## src/rtl/fft_window_ctrl_pkg.sv

```systemverilog
// Shared types and helpers for the FFT window frame sequencer.
package fft_window_ctrl_pkg;

  typedef enum logic {
    IDLE = 1'b0,
    RUN  = 1'b1
  } state_e;

  localparam int unsigned MIN_LOG2_DEF = 4;
  localparam int unsigned MAX_LOG2_DEF = 10;

  function automatic logic [3:0] clamp_log2(input logic [3:0]  req,
                                            input int unsigned lo,
                                            input int unsigned hi);
    if (32'(req) < lo) return 4'(lo);
    if (32'(req) > hi) return 4'(hi);
    return req;
  endfunction

endpackage

```

## src/rtl/fft_window_ctrl_if.sv

```systemverilog
// Sample stream into and out of the window controller.
interface fft_window_ctrl_if #(
  parameter int unsigned DW = 16
);
  logic [DW-1:0] tdata_s;
  logic          tvalid_s;
  logic          tready_s;
  logic [DW-1:0] tdata_m;
  logic          tvalid_m;
  logic          tlast_m;
  logic          tready_m;

  modport slave (
    input  tdata_s, tvalid_s, tready_m,
    output tready_s, tdata_m, tvalid_m, tlast_m
  );

  modport master (
    output tdata_s, tvalid_s, tready_m,
    input  tready_s, tdata_m, tvalid_m, tlast_m
  );
endinterface

```

## src/rtl/fft_window_ctrl.sv

```systemverilog
// Frames the sample stream into 2^N-sample blocks, drives the coefficient read
// index and schedules double-buffered coefficient bank swaps at frame boundaries.
module fft_window_ctrl
  import fft_window_ctrl_pkg::*;
#(
  parameter int unsigned DW       = 16,
  parameter int unsigned MAX_LOG2 = MAX_LOG2_DEF,
  parameter int unsigned MIN_LOG2 = MIN_LOG2_DEF
) (
  input  logic                clk,
  input  logic                reset_n,
  fft_window_ctrl_if.slave    axis,
  input  logic [3:0]          cfg_len_log2,
  input  logic [15:0]         cfg_frames,
  input  logic                start,
  input  logic                stop,
  input  logic                wr_en,
  input  logic [MAX_LOG2-1:0] wr_addr,
  input  logic [DW-1:0]       wr_data,
  input  logic                swap_req,
  output logic [MAX_LOG2-1:0] coef_raddr,
  output logic                coef_rbank,
  output logic                coef_we,
  output logic [MAX_LOG2-1:0] coef_waddr,
  output logic                coef_wbank,
  output logic [DW-1:0]       coef_wdata,
  output logic                busy,
  output logic                swap_pending,
  output logic                done,
  output logic [15:0]         frame_cnt
);

  state_e              state_q;
  logic [MAX_LOG2-1:0] idx_q;
  logic [3:0]          len_q;
  logic [15:0]         frames_q;
  logic [15:0]         frame_cnt_q;
  logic [15:0]         frame_cnt_d;
  logic                bank_q;
  logic                swap_pend_q;
  logic                stop_pend_q;
  logic                done_q;

  logic                running;
  logic                beat;
  logic                last;
  logic                end_run;
  logic [MAX_LOG2-1:0] last_idx;

  assign running  = (state_q == RUN);
  assign last_idx = {MAX_LOG2{1'b1}} >> (4'(MAX_LOG2) - len_q);
  assign last     = running && (idx_q == last_idx);
  assign beat     = running && axis.tvalid_s && axis.tready_m;

  assign frame_cnt_d = (frame_cnt_q == 16'hFFFF) ? frame_cnt_q : frame_cnt_q + 16'd1;
  // A stop arriving on the tlast beat itself still ends the run at this boundary.
  assign end_run = stop_pend_q || stop ||
                   ((frames_q != '0) && (frame_cnt_d == frames_q));

  assign axis.tdata_m  = axis.tdata_s;
  assign axis.tvalid_m = running && axis.tvalid_s;
  assign axis.tready_s = running && axis.tready_m;
  assign axis.tlast_m  = last;

  assign coef_raddr   = idx_q;
  assign coef_rbank   = bank_q;
  assign coef_we      = wr_en;
  assign coef_waddr   = wr_addr;
  assign coef_wdata   = wr_data;
  assign coef_wbank   = ~bank_q;

  assign busy         = running;
  assign swap_pending = swap_pend_q;
  assign done         = done_q;
  assign frame_cnt    = frame_cnt_q;

  always_ff @(posedge clk) begin
    if (!reset_n) begin
      state_q     <= IDLE;
      idx_q       <= '0;
      len_q       <= 4'(MIN_LOG2);
      frames_q    <= '0;
      frame_cnt_q <= '0;
      bank_q      <= 1'b0;
      swap_pend_q <= 1'b0;
      stop_pend_q <= 1'b0;
      done_q      <= 1'b0;
    end else begin
      done_q <= 1'b0;
      case (state_q)
        IDLE: begin
          if (swap_req) bank_q <= ~bank_q;
          if (start) begin
            state_q     <= RUN;
            len_q       <= clamp_log2(cfg_len_log2, MIN_LOG2, MAX_LOG2);
            frames_q    <= cfg_frames;
            frame_cnt_q <= '0;
            idx_q       <= '0;
          end
        end
        RUN: begin
          if (stop)     stop_pend_q <= 1'b1;
          if (swap_req) swap_pend_q <= 1'b1;
          if (beat) begin
            if (last) begin
              idx_q       <= '0;
              frame_cnt_q <= frame_cnt_d;
              // A request landing on the applying boundary is queued for the next one.
              if (swap_pend_q) begin
                bank_q      <= ~bank_q;
                swap_pend_q <= swap_req;
              end
              if (end_run) begin
                state_q     <= IDLE;
                done_q      <= 1'b1;
                stop_pend_q <= 1'b0;
              end
            end else begin
              idx_q <= idx_q + 1'b1;
            end
          end
        end
        default: state_q <= IDLE;
      endcase
    end
  end

endmodule

```

## src/flat_wrapper.sv

```systemverilog
// flat-port wrapper written by rule: the top's interface ports become plain ports
module fft_window_ctrl_flat import fft_window_ctrl_pkg::*;
#(
  parameter int unsigned DW       = 16,
  parameter int unsigned MAX_LOG2 = MAX_LOG2_DEF,
  parameter int unsigned MIN_LOG2 = MIN_LOG2_DEF
)
  (clk, reset_n, cfg_len_log2, cfg_frames, start, stop, wr_en, wr_addr, wr_data, swap_req, coef_raddr, coef_rbank, coef_we, coef_waddr, coef_wbank, coef_wdata, busy, swap_pending, done, frame_cnt, axis_tdata_s, axis_tvalid_s, axis_tready_m, axis_tready_s, axis_tdata_m, axis_tvalid_m, axis_tlast_m);
  fft_window_ctrl_if #(.DW(DW)) axis_i ();
  input  logic clk;
  input  logic reset_n;
  input  logic [3:0] cfg_len_log2;
  input  logic [15:0] cfg_frames;
  input  logic start;
  input  logic stop;
  input  logic wr_en;
  input  logic [MAX_LOG2-1:0] wr_addr;
  input  logic [DW-1:0] wr_data;
  input  logic swap_req;
  output logic [MAX_LOG2-1:0] coef_raddr;
  output logic coef_rbank;
  output logic coef_we;
  output logic [MAX_LOG2-1:0] coef_waddr;
  output logic coef_wbank;
  output logic [DW-1:0] coef_wdata;
  output logic busy;
  output logic swap_pending;
  output logic done;
  output logic [15:0] frame_cnt;
  input wire logic [$bits(axis_i.tdata_s)-1:0] axis_tdata_s;
  input wire logic [$bits(axis_i.tvalid_s)-1:0] axis_tvalid_s;
  input wire logic [$bits(axis_i.tready_m)-1:0] axis_tready_m;
  output wire logic [$bits(axis_i.tready_s)-1:0] axis_tready_s;
  output wire logic [$bits(axis_i.tdata_m)-1:0] axis_tdata_m;
  output wire logic [$bits(axis_i.tvalid_m)-1:0] axis_tvalid_m;
  output wire logic [$bits(axis_i.tlast_m)-1:0] axis_tlast_m;
  assign axis_i.tdata_s = axis_tdata_s;
  assign axis_i.tvalid_s = axis_tvalid_s;
  assign axis_i.tready_m = axis_tready_m;
  assign axis_tready_s = axis_i.tready_s;
  assign axis_tdata_m = axis_i.tdata_m;
  assign axis_tvalid_m = axis_i.tvalid_m;
  assign axis_tlast_m = axis_i.tlast_m;
  fft_window_ctrl #(.DW(DW), .MAX_LOG2(MAX_LOG2), .MIN_LOG2(MIN_LOG2)) u_core (.clk(clk), .reset_n(reset_n), .axis(axis_i), .cfg_len_log2(cfg_len_log2), .cfg_frames(cfg_frames), .start(start), .stop(stop), .wr_en(wr_en), .wr_addr(wr_addr), .wr_data(wr_data), .swap_req(swap_req), .coef_raddr(coef_raddr), .coef_rbank(coef_rbank), .coef_we(coef_we), .coef_waddr(coef_waddr), .coef_wbank(coef_wbank), .coef_wdata(coef_wdata), .busy(busy), .swap_pending(swap_pending), .done(done), .frame_cnt(frame_cnt));
endmodule
```

## config.mk

```make
export PLATFORM = sky130hd
export DESIGN_NAME = fft_window_ctrl_flat
export DESIGN_NICKNAME = d
export VERILOG_FILES = /design/src/rtl/fft_window_ctrl_pkg.sv /design/src/rtl/fft_window_ctrl_if.sv /design/src/rtl/fft_window_ctrl.sv /design/src/flat_wrapper.sv
export SDC_FILE = /design/constraint.sdc
export NUM_CORES = 1
export LEC_CHECK = 0
export ABC_AREA = 0
export BUFFER_PORTS_ARGS = -buffer_cell sky130_fd_sc_hd__buf_4
export CAP_MARGIN = 0
export CORE_UTILIZATION = 49
export CTS_CLUSTER_DIAMETER = 120
export DETAILED_ROUTE_END_ITERATION = 10
export PLACE_DENSITY = 0.77
export SLEW_MARGIN = 15
export SYNTH_ARGS = -nofsm -noshare
export SYNTH_HDL_FRONTEND = slang
export SYNTH_SLANG_ARGS = --single-unit
```

## constraint.sdc

```tcl
create_clock -name clk -period 3 [get_ports clk]
set_input_delay 0.15 -clock clk [delete_from_list [all_inputs] [get_ports clk]]
set_output_delay 0.15 -clock clk [all_outputs]
set_load 0.01 [all_outputs]
```

==> run_results.csv, run 1 <==
group,metric,value,unit
run_status,status,"finished, final reports clean",
finish,num-nets-final,541,
drt,viasPerCell,5.63,
pwr,p_per_area,361,mW/mm^2
critical_path,crit_family,"simple AND/OR/NAND/NOR gates",
synthesis,synth_top_area_share,28.5,%
finish,final_common_cell,"nand2_1",
sta,drv_slew,0,
finish,antenna_cells,0,
synthesis,synth_top_family_by_area,"simple AND/OR/NAND/NOR gates",
flow_run,maxCapViolCount,0,
synthesis,yosys_warnings,0,
die,die_x,87.5,um
global_route,grt_usage,22.2,%
critical_path,cp.arrival,3.03,ns
critical_path,cp_num_cells,10,
sta,tightest_slew,0.548,ns
placement,hpwl,6030,um
sta,rsz0062_at_grt,"false",
synthesis,synthXorXnorAreaFrac,8.03,%
placement,port_buffers,60,
global_route,antenna_found_initial,0,
die,die_h,87.5,um
critical_path,r2r_cells,10,
drt,first_iter_violations,263,
global_route,grt_pass1_vias,2725,
die,dieArea,0.00766,sq mm
sta,final.setup.worst_slack,0.194,ns
clock_tree,postCtsSetupBuffers,0,
synthesis,synth.net_count,530,
sta,hold_viol,0,
die,core.rowCount,30,
synthesis,synth_cells,454,
die,start_util,51.6,%
min_path,hold_depth,2,
critical_path,critPathMaxFanout,8,
synthesis,syn-cell-area,0.00358,sq mm
critical_path,startpoint_type,"register",
global_route,grt_max_degree,41,
synthesis,async_reset_ff_share,0,%
drt,ant_nets,0,
sta,clock_skew,0.0106,ns
synthesis,yosysTopAreaCell,"dfxtp_1",
synthesis,synth-simple-area-share,29.0,%
critical_path,crit_type,"reg2reg",
synthesis,yosysSeqAreaShare,28.5,%
finish,final_util,56.7,%
clock_tree,cts_made_buffers,5,
sta,fin_setup_tns,0,ns
synthesis,post_synth_main_area_contributors,"dfxtp_1 28%, buf_4 9.0%, nand2_1 7.2%",
critical_path,crit_buf_inv,1,
critical_path,endpoint_kind,"register",
critical_path,cp_data_required_time,3.22,ns
critical_path,cp_slowest_cell,"or4_4",
synthesis,synth_mux_area_share,1.22,%
clock_tree,cts_sinks,51,
synthesis,synth_edf_count,0,
synthesis,ys.flop_type,"dfxtp_1",
drt,avgRoutedWirePerCell,14.6,um
sta,timing.final.crit_share,93.5,%
clock_tree,clk_pin_slew_worst_paths,0.10,ns
sta,timing.slew.headroom,63.3,%
drt,drt_wl_total,8230,um
clock_tree,cts_buffer_depth,2,
drt,drc,0,
clock_tree,clk_latency,0.31,ns
placement,pre_cts_slack,0.146,ns
clock_tree,root_buffer,"clkbuf_8",
synthesis,ys_types,65,
finish,drive_gt1_share,22.1,%
critical_path,path_cells,"ha_1 > inv_1 > ha_2 > nand2b_1 > a2111oi_4 > nor2_2 > or4_4 > nor3b_2 > a31oi_1 > o211a_1",
critical_path,r2r_setup_slack,0.19,ns
critical_path,crit_path_max_incr_delay,0.59,ns
die,ios,147,
global_route,overflow,0,
die,core,0.00694,sq mm
synthesis,ys_ff_latch,51,
clock_tree,cts_max_level,2,
finish,syn_to_final_growth,9.88,%
drt,first_pass_iters,5,
synthesis,synthAdderAreaFrac,2.09,%
min_path,hp-class,"in2reg",
finish,layout_common_cells,"69 x nand2_1, 68 x buf_4, 51 x dfxtp_1",
global_route,grt_pass1_wl,13300,um
sta,max_freq,0.356,GHz
pwr,leakage,1.57,nW
drt,vias,3165,
clock_tree,cts_tree,"built",
placement,place_congestion,0.860,
pwr,ir_drop,0.000270,V
synthesis,synth_area_per_cell,7.89,sq um
synthesis,synth_compound_area_share,18.3,%
sta,setup_viol,0,
sta,fin_crit,2.81,ns
report_power, final:
group | total [mW] | leakage (nW) | internal, mW | switching (mW)
combinational | 0.212 | 1.10 | 0.101 | 0.111
clock | 0.488 | 0.0581 | 0.249 | 0.239
sequential | 0.721 | 0.415 | 0.697 | 0.0241
per-stage QoR:
| step | hold slack, ns | cell area, sq um | std cells | total power [mW] |
|---|---|---|---|---|
| 3_3_place_gp | 0.300 | 3800 | 554 | 0.939 |
| 6_report | 0.0682 | 3940 | 562 | 1.42 |
| 3_5_place_dp | 0.300 | 3800 | 554 | 0.945 |
| 4_1_cts | 0.0641 | 3910 | 562 | 1.43 |
| 2_1_floorplan | 0.288 | 3580 | 454 | 0.927 |
| 5_1_grt | 0.0635 | 3940 | 562 | 1.48 |
kinds of logic (layout without fill, tap and decap cells):
group | count (synthesis) | in the layout
AO/OA/AOI/OAI | 93 | 93
XOR/XNOR | 32 | 32
adder cells (fa/ha/maj) | 6 | 6
buffers and inverters | 75 | 87
flip-flops | 51 | 51
multiplexers | 4 | 4
AND/OR/NAND/NOR | 193 | 193
cell usage after synthesis (all sizes together) (7+ instances only):
master,number
buf,56
nand2,69
and3,7
nor4,7
a21boi,20
inv,10
dfxtp,51
xor2,19
nor2,26
nand4,14
a21oi,25
o21ai,18
clkbuf,9
nor2b,17
xnor2,13
nand3,15
nor3,12
cell type report:
cell class,count,area [sq um]
Clock inverter,3,43.8
Tap cell,96,120
Inverter,10,37.5
Sequential cell,51,1020
Timing Repair Buffer,69,522
Multi-Input combinational cell,328,2120
Fill cell,624,3010
Clock buffer,5,68.8
sequential cells by signal (all words and copies together) (netlist names):
register,flops
u_core.done,1
u_core.frame_cnt,16
u_core.coef_rbank,1
u_core.len_q,4
u_core.stop_pend_q,1
u_core.coef_raddr,10
u_core.swap_pending,1
u_core.busy,1
u_core.frames_q,16
routing by layer:
metal  wire length (um)  part of all wire, %  up-vias  track usage (%)
li1                   -                    -     1561                -
met3                489                  5.9       16             4.27
met2               3840                   47      116             35.0
met1               3790                   46     1472             30.6
met5                  0                    0        -                0
met4                104                  1.3        0             6.86
what timing repair did:
item                                    in CTS  in global routing
gates resized for setup                      0                  6
endpoints found under the setup margin       0                 24
hold buffers                                 0                  0
path summary, 6_finish.rpt:
| check | start | endpoint |
|---|---|---|
| setup reg to reg | u_core.len_q[1] | u_core.busy |
| setup / recovery | u_core.len_q[1] | u_core.busy |
| hold / removal | start | u_core.busy |
| hold reg to reg | u_core.frames_q[9] | u_core.frames_q[9] |
(Power assumes the default switching activity.)
==> run 2, diff against run 1 <==
==> constraint.sdc (replaced) <==
create_clock -name clk -period 3 [get_ports clk]
set_input_delay 0.9 -clock clk [delete_from_list [all_inputs] [get_ports clk]]
set_output_delay 0.9 -clock clk [all_outputs]
set_load 0.01 [all_outputs]
==> run 2 against run 1 <==
The flow now finishes with violations (setup timing). Design area rose by 2.3%. Critical path depth fell by 2. First-iteration DRC count rose by 28%. Core utilization rose by 1.3 points. Clock power fell by 18%. Via count rose by 2.4%. Worst setup slack got worse by 0.22 ns. Sequential share of layout area fell by 0.51 points. Critical path type is now reg2out. Critical endpoint is now axis_tlast_m. Largest power group unchanged.
==> run_results.csv, run 2 (synthesis gave the netlist of run 1 again) <==
group,metric,value,unit
pwr,clkPwrFrac,29.4,%
critical_path,crit_type,"reg2out",
critical_path,cp_common_cell,"ha_4",
die,ios,147,
die,start_util,51.6,%
run_status,violations,"setup timing",
finish,syn_to_final_growth,12.4,%
drt,first_pass_iters,4,
global_route,grt_max_degree,41,
critical_path,path_cells,"ha_4 > inv_2 > ha_4 > nand2b_4 > a2111oi_4 > nor2_2 > nor4b_2 > buf_4",
critical_path,cp_data_required_time,2.10,ns
finish,drive_gt1_share,24.8,%
drt,avgRoutedWirePerCell,15.2,um
sta,tightest_slew,0.409,ns
pwr,combPwrFrac,17.5,%
clock_tree,cts_tree,"built",
sta,final.setup.worst_slack,-0.0266,ns
pwr,p_int,979,uW
finish,antenna_cells,0,
pwr,p_switching,382,uW
pwr,swShare,28.0,%
pwr,leakage,1.58,nW
critical_path,startpoint_type,"register",
clock_tree,cts_made_buffers,5,
finish,layout_common_cells,"73 x buf_4, 69 x nand2_1, 49 x dfxtp_1",
die,dieArea,0.00766,sq mm
critical_path,crit_path_max_incr_delay,0.37,ns
drt,viasPerCell,5.71,
pwr,ir_drop,0.000206,V
sta,setup_viol,1,
die,die_h,87.5,um
sta,fin_crit,3.03,ns
drt,first_iter_violations,337,
sta,timing.hold.ws,0.501,ns
placement,placed_area,0.00384,sq mm
critical_path,cp.arrival,2.13,ns
finish,final_common_cell,"buf_4",
placement,hpwl,6240,um
sta,clock_skew,0.00705,ns
global_route,grt_usage,23.1,%
global_route,antenna_found_initial,0,
drt,drt_wl_total,8630,um
clock_tree,cts_buffer_depth,2,
critical_path,r2r_setup_slack,0.30,ns
sta,drv_slew,0,
sta,hold_viol,0,
sta,timing.slew.headroom,72.6,%
pwr,p_per_area,338,mW/mm^2
global_route,grt_pass1_wl,14000,um
flow_run,maxCapViolCount,0,
die,core,0.00694,sq mm
clock_tree,cts_max_level,2,
finish,stdcell_area,0.00403,sq mm
drt,drc,0,
drt,ant_nets,0,
global_route,overflow,0,
sta,max_freq,0.330,GHz
placement,place_congestion,0.843,
pwr,seqPwrFrac,53.1,%
clock_tree,root_buffer,"clkbuf_8",
global_route,grt_pass1_vias,2949,
critical_path,critPathMaxFanout,5,
die,core.rowCount,30,
min_path,hp-class,"reg2reg",
clock_tree,cts_sinks,51,
critical_path,cp_slowest_cell,"dfxtp_2",
sta,timing.final.crit_share,101,%
drt,vias,3240,
sta,fin_setup_tns,-0.0266,ns
placement,pre_cts_slack,0.0601,ns
clock_tree,clk_pin_slew_worst_paths,0.09,ns
sta,rsz0062_at_grt,"true",
clock_tree,clk_latency,0.31,ns
run_status,status,"complete, but fails checks",
die,die_x,87.5,um
critical_path,endpoint_kind,"output port",
finish,final_util,58.0,%
finish,num-nets-final,546,
placement,port_buffers,60,
run 2: changes by cell type in the layout (fill, tap and decap cells not counted), moves of 2 or more:
cell and delta:
dfxtp_2 +2, nor3b_2 +2, clkinvlp_4 +2, ha_1 -2, buf_4 +5, dfxtp_1 -2
ha_4 +3
run 2: path summary, 6_finish.rpt:
check                      start                 end  cells after the start
max              u_core.len_q[1]        axis_tlast_m                      8
min           u_core.frames_q[4]  u_core.frames_q[4]                      2
max reg2reg  u_core.frame_cnt[1]         u_core.busy                      8
min reg2reg   u_core.frames_q[4]  u_core.frames_q[4]                      2
run 2: final cells by class:
type | count | area, sq um
Fill cell | 635 | 2920
Clock inverter | 3 | 20.0
Multi-Input combinational cell | 328 | 2200
Sequential cell | 51 | 1020
Inverter | 10 | 37.5
Timing Repair Buffer | 74 | 559
Tap cell | 96 | 120
Clock buffer | 5 | 68.8
run 2: routing by layer:
layer  track usage [%]  vias up  wire [um]
met2              37.8      112       4100
li1                  -     1567          -
met1              30.4     1539       3770
met5                 0        -          0
met4              8.35        0        161
met3              4.17       22        592
run 2: what timing repair did:
item,in CTS,in global routing
pin swaps,7,3
setup endpoints to repair,1,1
hold endpoints to repair,0,0
resized for setup,17,3
buffers inserted,0,0
hold buffers,0,0
run 2: worst max-delay path: cells and delay by family, from the launching register on:
kind | cells | cell delay, ns
and+or+nand+nor | 3 | 0.44
buffers and inverters | 2 | 0.20
DFF | 1 | 0.37
AOI/OAI and AO/OA | 1 | 0.36
adders and majority gates | 2 | 0.45
run 2: power by group through the flow:
stage / logic, mW / registers, mW / clock network, mW
6_report: 0.238 / 0.722 / 0.401
5_1_grt: 0.259 / 0.725 / 0.434
4_1_cts: 0.233 / 0.722 / 0.410
3_5_place_dp: 0.219 / 0.736 / 0
3_3_place_gp: 0.212 / 0.735 / 0
2_1_floorplan: 0.196 / 0.731 / 0
run 2: metrics by stage:
stage	power [mW]	std cells
final	1.36	567
after CTS	1.36	567
after floorplan	0.927	454
after detailed placement	0.955	559
after global placement	0.947	559
after global routing	1.42	567
==> run 3, diff against run 2 <==
- CORE_ASPECT_RATIO: not set -> 1.25
- CORE_UTILIZATION: 49 -> 45
- PLACE_DENSITY: 0.77 -> 0.71
==> run 3 against run 2 <==
The flow still finishes with violations (setup timing). Routed wire length increased by 2.1%. Combinational power increased by 4%. Final cell count fell by 0.35%. Critical path depth up 1. Maximum frequency about the same. Largest power group unchanged. Sequential share of layout area down 0.080 points. Sequential power about the same.
==> run_results.csv, run 3 (synthesis gave the netlist of run 1 again) <==
group,metric,value,unit
run_status,status,"complete, but fails checks",
run_status,violations,"setup timing",
finish,syn_to_final_growth,13.1,%
min_path,hp-class,"reg2reg",
min_path,hold_start,"u_core.frames_q[0]",
finish,final_common_cell,"buf_4",
critical_path,cp_data_required_time,2.10,ns
drt,drt_wl_total,8810,um
clock_tree,cts_made_buffers,5,
drt,ant_nets,0,
die,core.rowCount,36,
drt,first_pass_iters,4,
clock_tree,cts_max_level,2,
sta,timing.slew.headroom,70.0,%
placement,placed_area,0.00384,sq mm
placement,hpwl,6340,um
sta,tightest_slew,0.450,ns
critical_path,crit_type,"reg2out",
finish,drive_gt1_share,25.3,%
drt,vias,3181,
global_route,grt_pass1_vias,2989,
drt,avgRoutedWirePerCell,15.6,um
clock_tree,cts_buffer_depth,2,
die,core,0.00775,sq mm
critical_path,r2r_cells,9,
finish,final_cells,565,
placement,pre_cts_slack,-0.0924,ns
global_route,grt_pass1_wl,14000,um
sta,drv_slew,0,
die,ios,147,
flow_run,maxCapViolCount,0,
sta,fin_crit,3.03,ns
finish,final_util,52.3,%
placement,place_congestion,0.864,
critical_path,startpoint_type,"register",
global_route,overflow,0,
global_route,grt_max_degree,41,
sta,clock_skew,0.00990,ns
min_path,hold_depth,2,
clock_tree,root_buffer,"clkbuf_8",
drt,first_iter_violations,225,
pwr,leakage,1.59,nW
min_path,worstHoldEndpoint,"u_core.frames_q[0]",
finish,layout_common_cells,"72 x buf_4, 69 x nand2_1, 48 x dfxtp_1",
critical_path,endpoint_kind,"output port",
finish,num-nets-final,545,
critical_path,timing.rr.start,"u_core.frame_cnt[1]",
placement,port_buffers,60,
finish,stdcell_area,0.00405,sq mm
sta,rsz0062_at_grt,"true",
sta,timing.final.crit_share,101,%
die,die_x,81.8,um
drt,viasPerCell,5.63,
clock_tree,clk_latency,0.31,ns
die,start_util,46.3,%
global_route,antenna_found_initial,0,
clock_tree,cts_tree,"built",
placement,post-place-cells,557,
clock_tree,cts_sinks,51,
critical_path,critPathMaxFanout,8,
clock_tree,cts.hold.buffers_added,0,
clock_tree,clk_pin_slew_worst_paths,0.10,ns
sta,setup_viol,1,
sta,final.setup.worst_slack,-0.0270,ns
die,die_h,102,um
sta,max_freq,0.330,GHz
finish,antenna_cells,0,
pwr,p_total,1.40,mW
clock_tree,postCtsSetupBuffers,0,
sta,hold_viol,0,
global_route,grt_usage,21.4,%
drt,drc,0,
critical_path,cp.arrival,2.13,ns
pwr,ir_drop,0.000227,V
die,dieArea,0.00833,sq mm
critical_path,r2r_end,"u_core.busy",
pwr,p_per_area,345,mW/mm^2
critical_path,r2r_setup_slack,0.29,ns
run 3: cell count changes in the layout (fill, tap and decap cells not counted), sizes merged:
cell	delta
clkbuf	+1
clkinvlp	-1
buf	-1
run 3: how the worst max path moves through the flow:
stage	from	end	slack, ns	cells past startpoint
after global placement	u_core.len_q[0]	axis_tlast_m	0.06	9
after detailed placement	u_core.len_q[0]	axis_tlast_m	-0.09	9
after floorplan	u_core.len_q[1]	axis_tlast_m	0.08	7
after CTS	u_core.len_q[0]	axis_tlast_m	-0.05	9
after global routing	u_core.len_q[0]	axis_tlast_m	-0.10	9
final	u_core.len_q[0]	axis_tlast_m	-0.03	9
run 3: through the flow:
stage / setup TNS [ns] / hold WS [ns]
after global placement: 0 / 0.484
after detailed placement: -0.0924 / 0.487
after global routing: -0.103 / 0.526
final: -0.0270 / 0.500
after CTS: -0.0459 / 0.501
after floorplan: 0 / 0.457
run 3: worst max-delay path, stage by stage, from the launching register on:
cell	delay [ns]
dfxtp_4	0.37
ha_4	0.16
inv_2	0.06
ha_4	0.23
nor3_2	0.13
nand2_1	0.11
a211oi_2	0.28
nor3b_2	0.08
nor4b_2	0.23
buf_4	0.16
run 3: repair_timing:
item / CTS / global route
pin swaps: 4 / 5
setup endpoints to repair: 1 / 1
resized for setup: 18 / 6
run 3: metal layers:
metal	vias to the layer above	share of wire, %	GRT usage, %
met5	-	0	0
met2	106	50	36.1
met3	34	5.4	3.78
li1	1569	-	-
met1	1472	41	25.7
met4	0	3.2	10.7
run 3: final cells by class:
type | instances | area, sq um
multi-input combinational | 328 | 2210
timing repair buffer | 73 | 561
clock buffer | 6 | 82.6
clock inverter | 2 | 16.3
tap | 95 | 119
inverter | 10 | 37.5
fill | 736 | 3690
sequential | 51 | 1030
run 3: report_power, final:
part | internal [mW] | leakage, nW | total (mW) | switching, mW
Clock | 0.189 | 0.0474 | 0.427 | 0.238
Combinational | 0.123 | 1.13 | 0.247 | 0.125
Sequential | 0.697 | 0.415 | 0.723 | 0.0262
Total | 1.01 | 1.59 | 1.40 | 0.389
